===== src/rtl/kyber_arith_pkg.sv =====
// Shared mod-q arithmetic types and constants for the Kyber coefficient datapath.
// The CONV_M/CONV_R states exist only when MONT_ACC_CONVERT_EN is defined.
package kyber_arith_pkg;

  localparam int MOD     = 3329;
  localparam int MOD_INV = 3327;
  localparam int R2_MOD  = 2385;
  localparam int WIDTH   = 12;

  typedef logic [WIDTH-1:0] coeff_t;

  typedef enum logic [2:0] {
    IDLE,
    ACC,
`ifdef MONT_ACC_CONVERT_EN
    CONV_M,
    CONV_R,
`endif
    HOLD
  } acc_state_e;

  // Both operands must already be in [0, q-1]; one conditional subtract suffices.
  function automatic coeff_t mod_add(coeff_t a, coeff_t b);
    logic [WIDTH:0] s;
    s = {1'b0, a} + {1'b0, b};
    return (s >= (WIDTH+1)'(MOD)) ? coeff_t'(s - (WIDTH+1)'(MOD)) : coeff_t'(s);
  endfunction

endpackage


===== src/rtl/mont_acc_reduce_if.sv =====
// Term input stream and packet result stream of the modular accumulator.
interface mont_acc_reduce_if #(
  parameter int WIDTH = 12,
  parameter int CW    = 9
);
  logic             in_valid;
  logic             in_ready;
  logic [WIDTH-1:0] in_data;
  logic             in_last;
  logic             out_valid;
  logic             out_ready;
  logic [WIDTH-1:0] out_data;
  logic [CW-1:0]    out_count;
  logic             out_overrun;

  modport master (
    output in_valid, in_data, in_last, out_ready,
    input  in_ready, out_valid, out_data, out_count, out_overrun
  );

  modport slave (
    input  in_valid, in_data, in_last, out_ready,
    output in_ready, out_valid, out_data, out_count, out_overrun
  );
endinterface


===== src/rtl/mont_reduce_2stage.sv =====
// Two-stage registered Montgomery REDC: stage 1 latches m = a*(-q^-1) mod 2^12,
// stage 2 latches (a + m*q) >> 12 after one conditional subtract of q.
module mont_reduce_2stage #(
  parameter int MOD     = kyber_arith_pkg::MOD,
  parameter int MOD_INV = kyber_arith_pkg::MOD_INV
) (
  input  logic                    clk,
  input  logic                    rst_n,
  input  logic                    start,
  input  kyber_arith_pkg::coeff_t a,
  output logic                    valid,
  output kyber_arith_pkg::coeff_t res
);
  import kyber_arith_pkg::*;

  localparam int     TW    = 2*WIDTH + 1;
  localparam coeff_t MOD_C = coeff_t'(MOD);
  localparam coeff_t INV_C = coeff_t'(MOD_INV);

  coeff_t           a_q, m_q, m_next, res_next;
  logic [TW-1:0]    t_full;
  logic [WIDTH:0]   t;
  logic             busy;

  assign m_next   = coeff_t'(a * INV_C);
  assign t_full   = TW'(a_q) + TW'(m_q) * TW'(MOD_C);
  assign t        = (WIDTH+1)'(t_full >> WIDTH);
  assign res_next = (t >= (WIDTH+1)'(MOD)) ? coeff_t'(t - (WIDTH+1)'(MOD)) : coeff_t'(t);

  // valid marks the cycle whose closing edge loads res.
  assign valid = busy;

  always_ff @(posedge clk or negedge rst_n) begin
    if (!rst_n) begin
      a_q  <= '0;
      m_q  <= '0;
      busy <= 1'b0;
      res  <= '0;
    end else begin
      busy <= start;
      if (start) begin
        a_q <= a;
        m_q <= m_next;
      end
      if (busy) res <= res_next;
    end
  end

endmodule


===== src/rtl/mont_acc_reduce.sv =====
// Streaming mod-q accumulator for Montgomery-domain products, one result per packet.
// Define MONT_ACC_CONVERT_EN to convert each packet sum back to the normal domain.
//
// state  | meaning
// IDLE   | waiting for first term; first term overwrites acc
// ACC    | accumulating terms of the current packet
// CONV_M | REDC stage 1 (m) running on final acc
// CONV_R | REDC stage 2 (t, conditional subtract) running
// HOLD   | result presented until out_ready
module mont_acc_reduce #(
  parameter int MOD       = kyber_arith_pkg::MOD,
`ifdef MONT_ACC_CONVERT_EN
  parameter int MOD_INV   = kyber_arith_pkg::MOD_INV,
`endif
  parameter int WIDTH     = kyber_arith_pkg::WIDTH,
  parameter int TERMS_MAX = 256,
  parameter int CW        = $clog2(TERMS_MAX + 1)
) (
  input logic              clk,
  input logic              rst_n,
  mont_acc_reduce_if.slave bus
);
  import kyber_arith_pkg::*;

  localparam logic [WIDTH-1:0] MOD_C   = WIDTH'(MOD);
  localparam logic [CW-1:0]    TERMS_C = CW'(TERMS_MAX);

  acc_state_e       state;
  logic [WIDTH-1:0] acc, x_norm, acc_sum;
  logic [CW-1:0]    cnt, cnt_next, out_count_q;
  logic             in_ready_q, out_valid_q, out_overrun_q;
  logic             take, pkt_end;

  assign take     = bus.in_valid && in_ready_q;
  assign x_norm   = (bus.in_data >= MOD_C) ? bus.in_data - MOD_C : bus.in_data;
  assign acc_sum  = (state == IDLE) ? x_norm : mod_add(acc, x_norm);
  assign cnt_next = (state == IDLE) ? CW'(1) : cnt + CW'(1);
  assign pkt_end  = bus.in_last || (cnt_next == TERMS_C);

  assign bus.in_ready    = in_ready_q;
  assign bus.out_valid   = out_valid_q;
  assign bus.out_count   = out_count_q;
  assign bus.out_overrun = out_overrun_q;

`ifdef MONT_ACC_CONVERT_EN
  logic             conv_start, conv_done;
  logic [WIDTH-1:0] conv_res;

  assign conv_start = (state == CONV_M);

  mont_reduce_2stage #(
    .MOD     (MOD),
    .MOD_INV (MOD_INV)
  ) u_reduce (
    .clk   (clk),
    .rst_n (rst_n),
    .start (conv_start),
    .a     (acc),
    .valid (conv_done),
    .res   (conv_res)
  );

  // The REDC result register holds until the next packet, so it drives out_data directly.
  assign bus.out_data = conv_res;
`else
  logic [WIDTH-1:0] out_data_q;

  assign bus.out_data = out_data_q;
`endif

  always_ff @(posedge clk or negedge rst_n) begin
    if (!rst_n) begin
      state         <= IDLE;
      acc           <= '0;
      cnt           <= '0;
      in_ready_q    <= 1'b1;
      out_valid_q   <= 1'b0;
      out_count_q   <= '0;
      out_overrun_q <= 1'b0;
`ifndef MONT_ACC_CONVERT_EN
      out_data_q    <= '0;
`endif
    end else begin
      case (state)
        IDLE, ACC: begin
          if (take) begin
            acc   <= acc_sum;
            cnt   <= cnt_next;
            state <= ACC;
            if (pkt_end) begin
              out_count_q   <= cnt_next;
              out_overrun_q <= !bus.in_last;
              in_ready_q    <= 1'b0;
`ifdef MONT_ACC_CONVERT_EN
              state         <= CONV_M;
`else
              state         <= HOLD;
              out_valid_q   <= 1'b1;
              out_data_q    <= acc_sum;
`endif
            end
          end
        end
`ifdef MONT_ACC_CONVERT_EN
        CONV_M: state <= CONV_R;
        CONV_R: begin
          if (conv_done) begin
            state       <= HOLD;
            out_valid_q <= 1'b1;
          end
        end
`endif
        HOLD: begin
          if (bus.out_ready) begin
            state       <= IDLE;
            out_valid_q <= 1'b0;
            in_ready_q  <= 1'b1;
          end
        end
        default: state <= IDLE;
      endcase
    end
  end

endmodule


===== src/flat_wrapper.sv =====
// flat-port wrapper written by rule: the top's interface ports become plain ports
module mont_acc_reduce_flat import kyber_arith_pkg::*;
#(
  parameter int MOD       = kyber_arith_pkg::MOD,

  parameter int WIDTH     = kyber_arith_pkg::WIDTH,
  parameter int TERMS_MAX = 256,
  parameter int CW        = $clog2(TERMS_MAX + 1)
)
  (clk, rst_n, bus_in_valid, bus_in_data, bus_in_last, bus_out_ready, bus_in_ready, bus_out_valid, bus_out_data, bus_out_count, bus_out_overrun);
  mont_acc_reduce_if #(.WIDTH(WIDTH), .CW(CW)) bus_i ();
  input logic clk;
  input logic rst_n;
  input wire logic [$bits(bus_i.in_valid)-1:0] bus_in_valid;
  input wire logic [$bits(bus_i.in_data)-1:0] bus_in_data;
  input wire logic [$bits(bus_i.in_last)-1:0] bus_in_last;
  input wire logic [$bits(bus_i.out_ready)-1:0] bus_out_ready;
  output wire logic [$bits(bus_i.in_ready)-1:0] bus_in_ready;
  output wire logic [$bits(bus_i.out_valid)-1:0] bus_out_valid;
  output wire logic [$bits(bus_i.out_data)-1:0] bus_out_data;
  output wire logic [$bits(bus_i.out_count)-1:0] bus_out_count;
  output wire logic [$bits(bus_i.out_overrun)-1:0] bus_out_overrun;
  assign bus_i.in_valid = bus_in_valid;
  assign bus_i.in_data = bus_in_data;
  assign bus_i.in_last = bus_in_last;
  assign bus_i.out_ready = bus_out_ready;
  assign bus_in_ready = bus_i.in_ready;
  assign bus_out_valid = bus_i.out_valid;
  assign bus_out_data = bus_i.out_data;
  assign bus_out_count = bus_i.out_count;
  assign bus_out_overrun = bus_i.out_overrun;
  mont_acc_reduce #(.MOD(MOD), .WIDTH(WIDTH), .TERMS_MAX(TERMS_MAX), .CW(CW)) u_core (.clk(clk), .rst_n(rst_n), .bus(bus_i));
endmodule

===== config.mk =====
export PLATFORM = sky130hd
export DESIGN_NAME = mont_acc_reduce_flat
export DESIGN_NICKNAME = d
export VERILOG_FILES = /design/src/rtl/kyber_arith_pkg.sv /design/src/rtl/mont_acc_reduce_if.sv /design/src/rtl/mont_reduce_2stage.sv /design/src/rtl/mont_acc_reduce.sv /design/src/flat_wrapper.sv
export SDC_FILE = /design/constraint.sdc
export NUM_CORES = 1
export LEC_CHECK = 0
export ABC_AREA = 1
export ABC_CLOCK_PERIOD_IN_PS = 3300
export CAP_MARGIN = 20
export CELL_PAD_IN_SITES_DETAIL_PLACEMENT = 0
export CELL_PAD_IN_SITES_GLOBAL_PLACEMENT = 2
export CORE_MARGIN = 2
export CORE_UTILIZATION = 32
export DETAILED_ROUTE_END_ITERATION = 16
export PLACE_DENSITY_LB_ADDON = 0.1
export SYNTH_ARGS = -nofsm -noshare
export SYNTH_HDL_FRONTEND = slang
export SYNTH_SLANG_ARGS = --single-unit
export TNS_END_PERCENT = 5

===== constraint.sdc =====
create_clock -name clk -period 3.3 [get_ports clk]
set_clock_uncertainty 0.1 [all_clocks]
set_input_delay 0.495 -clock clk [delete_from_list [all_inputs] [get_ports clk]]
set_output_delay 0.495 -clock clk [all_outputs]
set_load 0.1 [all_outputs]

==> results of run 1 <==
## worst register-to-register path: stages (launching register included)
cell,delay [ns]
dfrtp_1,0.35
ha_2,0.19
inv_2,0.04
fa_2,0.58
buf_4,0.12
ha_1,0.16
nand3_2,0.09
nor2_1,0.11
nand2_1,0.07
nand2_2,0.09
nand2_4,0.11
buf_12,0.16
nand3_1,0.06
nand3_1,0.12
nand3_1,0.09
o21ai_1,0.06
## power breakdown
part           switching, W  internal (W)  leakage, nW
registers          0.000193      0.000803        0.604
logic               0.00285       0.00175         2.28
clock network      0.000211      0.000301       0.0739
total               0.00325       0.00285         2.96
## logic make-up after synthesis
logic type      Yosys count
compound gates           40
xor+xnor                 17
fa+ha+maj                20
buf+inv                  75
flops                    47
simple gates            360
## cell type report
cell class,count,area [um^2]
Clock inverter,1,5.00
Timing Repair Buffer,149,1180
Sequential cell,47,1180
Multi-Input combinational cell,438,2670
Fill cell,1165,5820
Inverter,61,241
Tap cell,143,179
Clock buffer,7,143
## stage by stage
step	total power, W	instance area [um^2]
2_1_floorplan	0.00377	3770
3_3_place_gp	0.00501	4860
3_5_place_dp	0.00503	4860
4_1_cts	0.00583	5260
5_1_grt	0.00666	5600
6_report	0.00610	5600
## synth_stat cells, types with 4 or more instances
library cell	instances
nand2_1	222
nand3_1	55
inv_1	50
dfrtp_1	46
nor2_1	34
nand2_2	20
ha_1	19
o21ai_0	17
xor2_1	14
a21oi_1	9
inv_2	9
nor3_1	6
o21ai_1	5
buf_2	4
clkbuf_1	4
nand3_2	4
nand4_1	4
nor2_4	4
## flip-flops by register name (all words and copies together) (netlist names)
signal                  flops
u_core.acc                 12
u_core.bus.in_ready         1
u_core.bus.out_count        9
u_core.bus.out_data        12
u_core.bus.out_overrun      1
u_core.bus.out_valid        1
u_core.cnt                  9
u_core.state                2
## cell usage in the layout (no fill, tap or decap), types with 3 or more instances in the layout
cell | synthesis | final
buf_6 | 2 | 5
nand3_1 | 55 | 43
inv_4 | 0 | 3
nand3_2 | 4 | 14
nor3_1 | 6 | 6
nand4_1 | 4 | 4
o21ai_0 | 17 | 16
ha_1 | 19 | 8
clkbuf_16 | 0 | 5
nor2_4 | 4 | 11
nand2_1 | 222 | 194
a31oi_1 | 3 | 3
nor2_1 | 34 | 19
inv_1 | 50 | 41
a21oi_2 | 3 | 3
ha_4 | 0 | 9
xor2_1 | 14 | 13
clkdlybuf4s50_1 | 0 | 5
a21oi_4 | 0 | 3
nand2_4 | 3 | 10
o21ai_1 | 5 | 5
nor2_2 | 1 | 9
nand2_2 | 20 | 41
a21oi_1 | 9 | 6
buf_12 | 0 | 3
dfrtp_1 | 46 | 46
buf_4 | 3 | 126
buf_2 | 4 | 7
inv_2 | 9 | 14
## per-layer routing
layer	routed length, um	global-route usage	vias up
met1	5210	0.248	1799
met2	5530	0.318	58
li1	-	-	2046
met4	127	0.0301	0
met5	0	0	-
met3	371	0.0338	11
## worst paths after layout
| path | from | depth (start not counted) | slack (ns) | end |
|---|---|---|---|---|
| worst min register to register | u_core.bus.out_count[6] | 2 | 0.37 | u_core.bus.out_count[6] |
| worst max register to register | u_core.acc[0] | 15 | 0.71 | u_core.acc[1] |
| worst min-delay path | rst_n | 1 | 0.06 | u_core.acc[11] |
| worst max-delay path | bus_in_data[5] | 27 | -0.24 | u_core.acc[1] |
| min in group clk | u_core.bus.out_count[6] | 2 | 0.37 | u_core.bus.out_count[6] |
| max in group asynchronous | rst_n | 2 | 2.53 | u_core.bus.out_data[3] |
## repair_timing
action                                  in CTS  in global routing
resized for setup                           71                 71
endpoints found under the setup margin      24                 24
setup buffers                               13                  7
pin swaps                                   41                 49
gates cloned                                 1                  0
hold endpoints to repair                     0                  0
==> flow_metrics.py, run 1 <==
metrics = {
    "status": {
        "outcome": "finished with violations",
        "violations": "setup timing",
    },
    "placement": {
        "dp_hpwl_um": 8430,
        "place_inst": 816,
        "place_ws_ns": -1.10,
        "place.port_buffers": 40,
        "globalplace.congestion": 0.817,
    },
    "synthesis": {
        "synth_area_leaders": "dfrtp_1 31%, nand2_1 22%, nand3_1 7.4%",
        "muxShareOfSynthArea": 0,
        "syn_area_per_cell_um2": 6.67,
        "synth_top_family_by_area": "simple AND/OR/NAND/NOR gates",
        "netlist_area_um2": 3730,
        "synth_edf_count": 0,
        "ys.flop_type": "dfrtp_1",
        "seq_area_frac_synth": 0.316,
        "synth-compound-area-share": 0.0597,
        "synth.distinct_cells": 37,
        "yosys_warnings": 0,
        "syn_nets": 596,
        "synthSimpleGateAreaFrac": 0.427,
        "yosysTopAreaCellShare": 0.309,
        "synth_adder_area_share": 0.0691,
        "ys_ff_latch": 47,
        "synth-xor-area-share": 0.0419,
        "async_reset_ff_frac": 1.00,
        "netlist_instances": 559,
        "yosysTopAreaCell": "dfrtp_1",
    },
    "clock_tree": {
        "clkSlewWorstSetupHoldPaths_ns": 0.06,
        "hold_buffers": 0,
        "clkLatencyLatePin_ns": 0.29,
        "htreeDepth": 2,
        "cts_buffers": 5,
        "cts.sinks": 47,
        "tritoncts": "built",
        "clockBufferDepth": 2,
        "clock-root-buffer": "clkbuf_16",
    },
    "finish": {
        "final-instance-count-excl-fill": 846,
        "area_growth_pct": 50.2,
        "n_antenna_cell": 0,
        "fin_util": 0.490,
        "drive_above_1_share": 0.401,
        "nNetsFinal": 739,
    },
    "timing": {
        "period_share": 1.07,
        "fin_crit_ns": 3.54,
        "tightestPinTransition_ns": 0.790,
        "finalMaxSlewViolations": 0,
        "setup_slack_ns": -0.243,
        "fmax_mhz": 282,
        "rsz0062_at_grt": "yes",
        "hold_viol": 0,
        "finalSetupViolCount": 24,
        "setup_tns_ns": -5.25,
        "worst_hold_slack_ns": 0.0565,
        "maxSlewHeadroom": 0.473,
    },
    "route": {
        "routed_wl_um": 11200,
        "via_count": 3914,
        "dr.pass1.iters": 4,
        "wl_per_cell_um": 13.3,
        "drc_errors": 0,
        "drtIter0Drc": 159,
        "via_per_inst": 4.63,
        "ant_nets": 0,
    },
    "setup_path": {
        "cp_max_fo": 8,
        "cp.buffers_inverters": 6,
        "worstSetupStartpointType": "input pin",
        "end_kind": "flop",
        "cp_top_family": "simple AND/OR/NAND/NOR gates",
        "criticalPathCategory": "input pin to flop",
        "cp.required_ns": 3.37,
        "slowest_stage": "fa_2",
        "crit_path_max_incr_delay_ns": 0.58,
        "worstPathArrival_ns": 3.61,
    },
    "floorplanning": {
        "core.rowCount": 39,
        "die_area_um2": 12500,
        "boundaryPins": 41,
        "coreArea_um2": 11400,
        "start_util": 0.327,
        "die_y_um": 112,
        "die_w_um": 112,
    },
    "power": {
        "peakVddDrop_uv": 700,
        "p_per_area_nw_per_um2": 1090,
        "p_leak_nw": 2.96,
    },
    "run": {
        "cap_violations": 0,
    },
    "grt": {
        "grt_usage": 0.185,
        "grt_max_degree": 48,
        "grt_pass1_vias": 3916,
        "antenna_found_initial": 0,
        "grt_pass1_wl_um": 18700,
        "grt_overflow_total": 0,
    },
    "worst_hold_path": {
        "hold_path_class": "input pin to asynchronous set/reset pin",
    },
}
No activity file was read; power rests on OpenSTA's default activity.
==> inputs of run 2 (changes only) <==
--- a/config.mk
+++ b/config.mk
@@ -10,10 +10,13 @@
 export CAP_MARGIN = 20
 export CELL_PAD_IN_SITES_DETAIL_PLACEMENT = 0
 export CELL_PAD_IN_SITES_GLOBAL_PLACEMENT = 2
+export CORE_ASPECT_RATIO = 1.2
 export CORE_MARGIN = 2
 export CORE_UTILIZATION = 32
 export DETAILED_ROUTE_END_ITERATION = 16
 export PLACE_DENSITY_LB_ADDON = 0.1
+export RECOVER_POWER = 50
+export SLEW_MARGIN = 15
 export SYNTH_ARGS = -nofsm -noshare
 export SYNTH_HDL_FRONTEND = slang
 export SYNTH_SLANG_ARGS = --single-unit
==> run 2 against run 1 <==
  * The run ends with capacitance limit, slew limit, setup timing left
  * Sequential share of layout area fell by 1.5 points
  * Maximum frequency decreased by 1.7%
  * Setup slack worse by 0.062 ns
  * Clock-buffer cell count did not move
  * Flip-flop and latch count unchanged
  * Largest power group unchanged
  * Highest routed layer unchanged
==> flow_metrics.py, run 2 (synthesized netlist as in run 1, its figures left out) <==
metrics = {
    "timing": {
        "rsz0062_at_grt": "yes",
        "worst_hold_slack_ns": 0.374,
        "fin_crit_ns": 3.61,
        "setup_slack_ns": -0.306,
        "maxSlewHeadroom": -0.318,
        "period_share": 1.09,
        "fmax_mhz": 277,
        "finalMaxSlewViolations": 35,
        "hold_viol": 0,
        "tightestPinTransition_ns": 1.98,
        "finalSetupViolCount": 24,
    },
    "route": {
        "routed_wl_um": 12800,
        "dr.pass1.iters": 5,
        "ant_nets": 0,
        "via_count": 4046,
        "drc_errors": 0,
        "wl_per_cell_um": 14.6,
        "via_per_inst": 4.61,
        "drtIter0Drc": 130,
    },
    "setup_path": {
        "worstPathArrival_ns": 3.74,
        "r2r_start": "u_core.acc[0]",
        "cp_max_fo": 6,
        "startpoint": "bus_in_data[1]",
        "worstSetupStartpointType": "input pin",
        "slowest_stage": "fa_2",
        "cp_common_cell": "nand2_1",
        "cp.required_ns": 3.43,
        "crit_path_max_incr_delay_ns": 0.61,
        "criticalPathCategory": "input pin to flop",
        "end_kind": "flop",
    },
    "grt": {
        "antenna_found_initial": 0,
        "grt_pass1_wl_um": 20700,
        "grt_max_degree": 35,
        "grt_usage": 0.213,
        "grt_overflow_total": 0,
        "grt_pass1_vias": 4277,
    },
    "finish": {
        "ff_latch_area_um2": 1180,
        "nNetsFinal": 756,
        "multi_input_area_um2": 2890,
        "n_antenna_cell": 0,
        "final_cell_mix": "177 x nand2_1, 141 x buf_4, 55 x nand2_2",
        "stdcell_area_um2": 6020,
        "final_common_cell": "nand2_1",
        "area_growth_pct": 61.3,
        "fill_cells": 1181,
        "drive_above_1_share": 0.460,
    },
    "floorplanning": {
        "die_w_um": 103,
        "start_util": 0.325,
        "coreArea_um2": 11500,
        "die_y_um": 122,
        "core.rowCount": 43,
        "die_area_um2": 12500,
        "boundaryPins": 41,
    },
    "clock_tree": {
        "clkSlewWorstSetupHoldPaths_ns": 0.07,
        "hold_buffers": 0,
        "clockBufferDepth": 2,
        "tritoncts": "built",
        "clkLatencyLatePin_ns": 0.29,
        "clock-root-buffer": "clkbuf_16",
        "cts.sinks": 47,
        "cts_buffers": 5,
        "htreeDepth": 2,
    },
    "power": {
        "p_total_w": 0.00647,
        "p_per_area_nw_per_um2": 1080,
        "peakVddDrop_uv": 669,
        "p_leak_nw": 3.10,
    },
    "worst_hold_path": {
        "hp-start": "u_core.bus.out_count[6]",
        "hold_path_class": "flop to flop",
    },
    "placement": {
        "globalplace.congestion": 0.841,
        "place.port_buffers": 40,
        "placed_cell_area_um2": 4840,
        "dp_hpwl_um": 9060,
    },
    "status": {
        "outcome": "finished with violations",
        "violations": "capacitance limit, slew limit, setup timing",
    },
    "run": {
        "cap_violations": 1,
    },
}
run 2: changes by cell type in the layout (fill, tap and decap cells not counted), sizes merged:
cell | previous run | this run
buf | 142 | 155
clkbuf | 7 | 11
run 2: routing by layer:
metal / part of all wire / track usage / vias to the layer above
met5: 0 / 0 / -
met4: 0.014 / 0.0650 / 0
met3: 0.017 / 0.0251 / 15
met2: 0.54 / 0.384 / 34
met1: 0.43 / 0.264 / 1916
li1: - / - / 2081
run 2: path summary, 6_finish.rpt:
path	end	slack, ns	depth (start not counted)
hold reg to reg	u_core.bus.out_count[6]	0.37	2
hold / removal	u_core.bus.out_count[6]	0.37	2
max in group asynchronous	u_core.bus.out_count[3]	0.88	2
setup / recovery	u_core.acc[7]	-0.31	31
min in group asynchronous	u_core.bus.out_data[11]	0.66	1
setup reg to reg	u_core.acc[7]	0.65	18
run 2: what timing repair did:
| action | in CTS | in global routing |
|---|---|---|
| setup endpoints to repair | 24 | 24 |
| endpoints found under the hold margin | 0 | 0 |
| setup buffers | 36 | 8 |
| resized for setup | 88 | 100 |
| gates cloned | 3 | 1 |
| pin swaps | 52 | 66 |
run 2: worst max-delay path: cells and delay by family:
kind	cells	cell delay, ns
adder cells (fa/ha/maj)	3	0.88
AND/OR/NAND/NOR	21	1.67
XOR/XNOR	1	0.15
buffers and inverters	6	0.52
run 2: metrics by stage:
| step | setup WS [ns] | TNS [ns] | std cells | util |
|---|---|---|---|---|
| finish | -0.306 | -6.53 | 877 | 0.525 |
| detailed placement | -1.08 | -25.06 | 823 | 0.423 |
| floorplan | -0.326 | -7.05 | 559 | - |
| global route | -0.537 | -12.22 | 877 | 0.525 |
| CTS | -0.384 | -8.74 | 869 | 0.486 |
| global placement | -1.09 | -25.27 | 823 | 0.423 |
run 2: final cells by class:
cell class / instances / share of cell area
Multi-Input combinational cell: 438 / 0.480
Inverter: 61 / 0.0410
Timing Repair Buffer: 166 / 0.228
Clock inverter: 1 / 0.000832
Sequential cell: 47 / 0.196
Clock buffer: 7 / 0.0220
Tap cell: 157 / 0.0327
run 2: where the power goes:
part	total (W)	switching (W)	internal, W
Clock	0.000496	0.000215	0.000281
Combinational	0.00497	0.00309	0.00188
Sequential	0.00100	0.000198	0.000803
==> inputs of run 3 (changes only) <==
--- a/config.mk
+++ b/config.mk
@@ -6,13 +6,12 @@
 export NUM_CORES = 1
 export LEC_CHECK = 0
 export ABC_AREA = 1
-export ABC_CLOCK_PERIOD_IN_PS = 3300
-export CAP_MARGIN = 20
+export ABC_CLOCK_PERIOD_IN_PS = 2900
 export CELL_PAD_IN_SITES_DETAIL_PLACEMENT = 0
 export CELL_PAD_IN_SITES_GLOBAL_PLACEMENT = 2
 export CORE_ASPECT_RATIO = 1.2
 export CORE_MARGIN = 2
-export CORE_UTILIZATION = 32
+export CORE_UTILIZATION = 29
 export DETAILED_ROUTE_END_ITERATION = 16
 export PLACE_DENSITY_LB_ADDON = 0.1
 export RECOVER_POWER = 50
==> constraint.sdc (replaced) <==
create_clock -name clk -period 2.9 [get_ports clk]
set_clock_uncertainty 0.1 [all_clocks]
set_input_delay 0.435 -clock clk [delete_from_list [all_inputs] [get_ports clk]]
set_output_delay 0.435 -clock clk [all_outputs]
set_load 0.1 [all_outputs]
==> run 3 against run 2 <==
  * The run ends with setup timing left
  * Flip-flop and latch count unchanged
  * Combinational power grew 6.6%
  * Cell count is 1.8% higher
  * Register-to-register slack worse by 0.40 ns
  * Via count increased by 0.57%
  * Total power is 8.2% higher
  * Non-clock buffer count is 8 higher
  * Clock-buffer cell count did not move
  * Critical endpoint is now u_core.bus.out_data[1]
==> flow_metrics.py, run 3 (synthesized netlist as in run 1, its figures left out) <==
metrics = {
    "status": {
        "outcome": "finished with violations",
        "violations": "setup timing",
    },
    "route": {
        "via_per_inst": 4.56,
        "routed_wl_um": 12400,
        "dr.pass1.iters": 4,
        "drtIter0Drc": 179,
        "via_count": 4069,
        "wl_per_cell_um": 13.9,
        "ant_nets": 0,
        "drc_errors": 0,
    },
    "placement": {
        "place_ws_ns": -1.51,
        "globalplace.congestion": 0.866,
        "place.port_buffers": 40,
        "placed_cell_area_um2": 4920,
        "dp_hpwl_um": 9340,
        "place_inst": 844,
    },
    "power": {
        "p_leak_nw": 2.92,
        "peakVddDrop_uv": 690,
        "p_per_area_nw_per_um2": 1230,
    },
    "setup_path": {
        "worstSetupStartpointType": "input pin",
        "end_kind": "flop",
        "cp_max_fo": 6,
        "criticalPathCategory": "input pin to flop",
        "cp.required_ns": 2.98,
        "worstPathArrival_ns": 3.59,
        "r2r_slack_ns": 0.25,
    },
    "floorplanning": {
        "core.rowCount": 45,
        "start_util": 0.296,
        "die_y_um": 128,
        "die_w_um": 108,
        "boundaryPins": 41,
        "die_area_um2": 13800,
        "coreArea_um2": 12600,
    },
    "timing": {
        "finalMaxSlewViolations": 0,
        "worst_hold_slack_ns": 0.378,
        "rsz0062_at_grt": "yes",
        "setup_slack_ns": -0.613,
        "finalSetupViolCount": 24,
        "period_share": 1.21,
        "fin_crit_ns": 3.51,
        "maxSlewHeadroom": 0.223,
        "tightestPinTransition_ns": 1.17,
        "hold_viol": 0,
        "fmax_mhz": 285,
    },
    "clock_tree": {
        "tritoncts": "built",
        "cts.sinks": 47,
        "clock-root-buffer": "clkbuf_16",
        "clkSlewWorstSetupHoldPaths_ns": 0.06,
        "cts_buffers": 5,
        "clkLatencyLatePin_ns": 0.29,
        "clockBufferDepth": 2,
        "htreeDepth": 2,
    },
    "finish": {
        "stdcell_area_um2": 5710,
        "final_cell_mix": "198 x nand2_1, 126 x buf_4, 46 x dfrtp_1",
        "n_antenna_cell": 0,
        "final-instance-count-excl-fill": 893,
        "area_growth_pct": 53.2,
        "drive_above_1_share": 0.373,
        "nNetsFinal": 765,
        "final_common_cell": "nand2_1",
    },
    "grt": {
        "grt_max_degree": 35,
        "grt_usage": 0.192,
        "grt_pass1_vias": 4153,
        "grt_overflow_total": 0,
        "grt_pass1_wl_um": 20800,
        "antenna_found_initial": 0,
    },
    "worst_hold_path": {
        "hold_path_class": "flop to flop",
    },
    "run": {
        "cap_violations": 0,
    },
}
-- run 3: cell count changes in the layout (fill, tap and decap cells not counted), sizes merged --
cell,delta
inv,+1
dlygate4sd3,+2
dlymetal6s2s,-1
nand2,+1
clkinv,-1
clkbuf,+23
buf,-16
-- run 3: cell type report --
| cell class | count | area [um^2] |
|---|---|---|
| Clock buffer | 7 | 133 |
| Clock inverter | 1 | 5.00 |
| Fill cell | 1358 | 6900 |
| Inverter | 61 | 239 |
| Multi-Input combinational cell | 439 | 2700 |
| Sequential cell | 47 | 1180 |
| Tap cell | 164 | 205 |
| Timing Repair Buffer | 174 | 1260 |
-- run 3: power breakdown --
group | switching [W] | leakage [nW] | internal (W) | total [W]
Sequential | 0.000227 | 0.604 | 0.000914 | 0.00114
Clock | 0.000244 | 0.0679 | 0.000319 | 0.000563
Combinational | 0.00335 | 2.25 | 0.00194 | 0.00530
-- run 3: final timing paths --
check                                             start                 endpoint  cells past startpoint
max in group asynchronous                         rst_n   u_core.bus.out_data[2]                      3
worst min register to register  u_core.bus.out_count[8]  u_core.bus.out_count[8]                      2
worst min-delay path            u_core.bus.out_count[8]  u_core.bus.out_count[8]                      2
worst max-delay path                     bus_in_data[9]   u_core.bus.out_data[1]                     24
worst max register to register            u_core.acc[0]   u_core.bus.out_data[3]                     21
min in group asynchronous                         rst_n           u_core.acc[11]                      2
-- run 3: timing repair --
item	CTS	global route
hold buffers	1	0
hold endpoints to repair	12	0
buffers inserted	28	10
pin swaps	41	35
endpoints found under the setup margin	24	24
gates resized for setup	85	45
gates cloned	3	0
-- run 3: critical path, cell delays in order --
cell	delay (ns)
clkdlybuf4s50_1	0.48
nor2_1	0.06
nand2_1	0.09
nand2_2	0.07
nor2_4	0.11
buf_6	0.15
nand2_1	0.07
xor2_1	0.18
inv_2	0.08
ha_4	0.28
nand2_1	0.12
nand3_4	0.12
buf_12	0.15
xnor2_2	0.20
nand3_2	0.10
nor2_1	0.11
nand2_1	0.09
nand2_4	0.12
nand2_8	0.10
buf_6	0.14
nand3_1	0.07
nand3_2	0.10
nand3_2	0.11
nand2_1	0.06
-- run 3: stage by stage --
| step | utilization | power (W) | TNS, ns |
|---|---|---|---|
| 6_report | 0.453 | 0.00700 | -13.97 |
| 3_5_place_dp | 0.390 | 0.00579 | -34.07 |
| 2_1_floorplan | - | 0.00429 | -15.21 |
| 5_1_grt | 0.453 | 0.00758 | -20.64 |
| 3_3_place_gp | 0.390 | 0.00580 | -33.94 |
| 4_1_cts | 0.440 | 0.00687 | -15.37 |
-- run 3: metal layers --
layer,wire [um],vias up,GRT usage
li1,-,2096,-
met5,0,-,0
met3,134,9,0.0142
met4,138,0,0.0468
met2,6490,28,0.352
met1,5640,1936,0.242
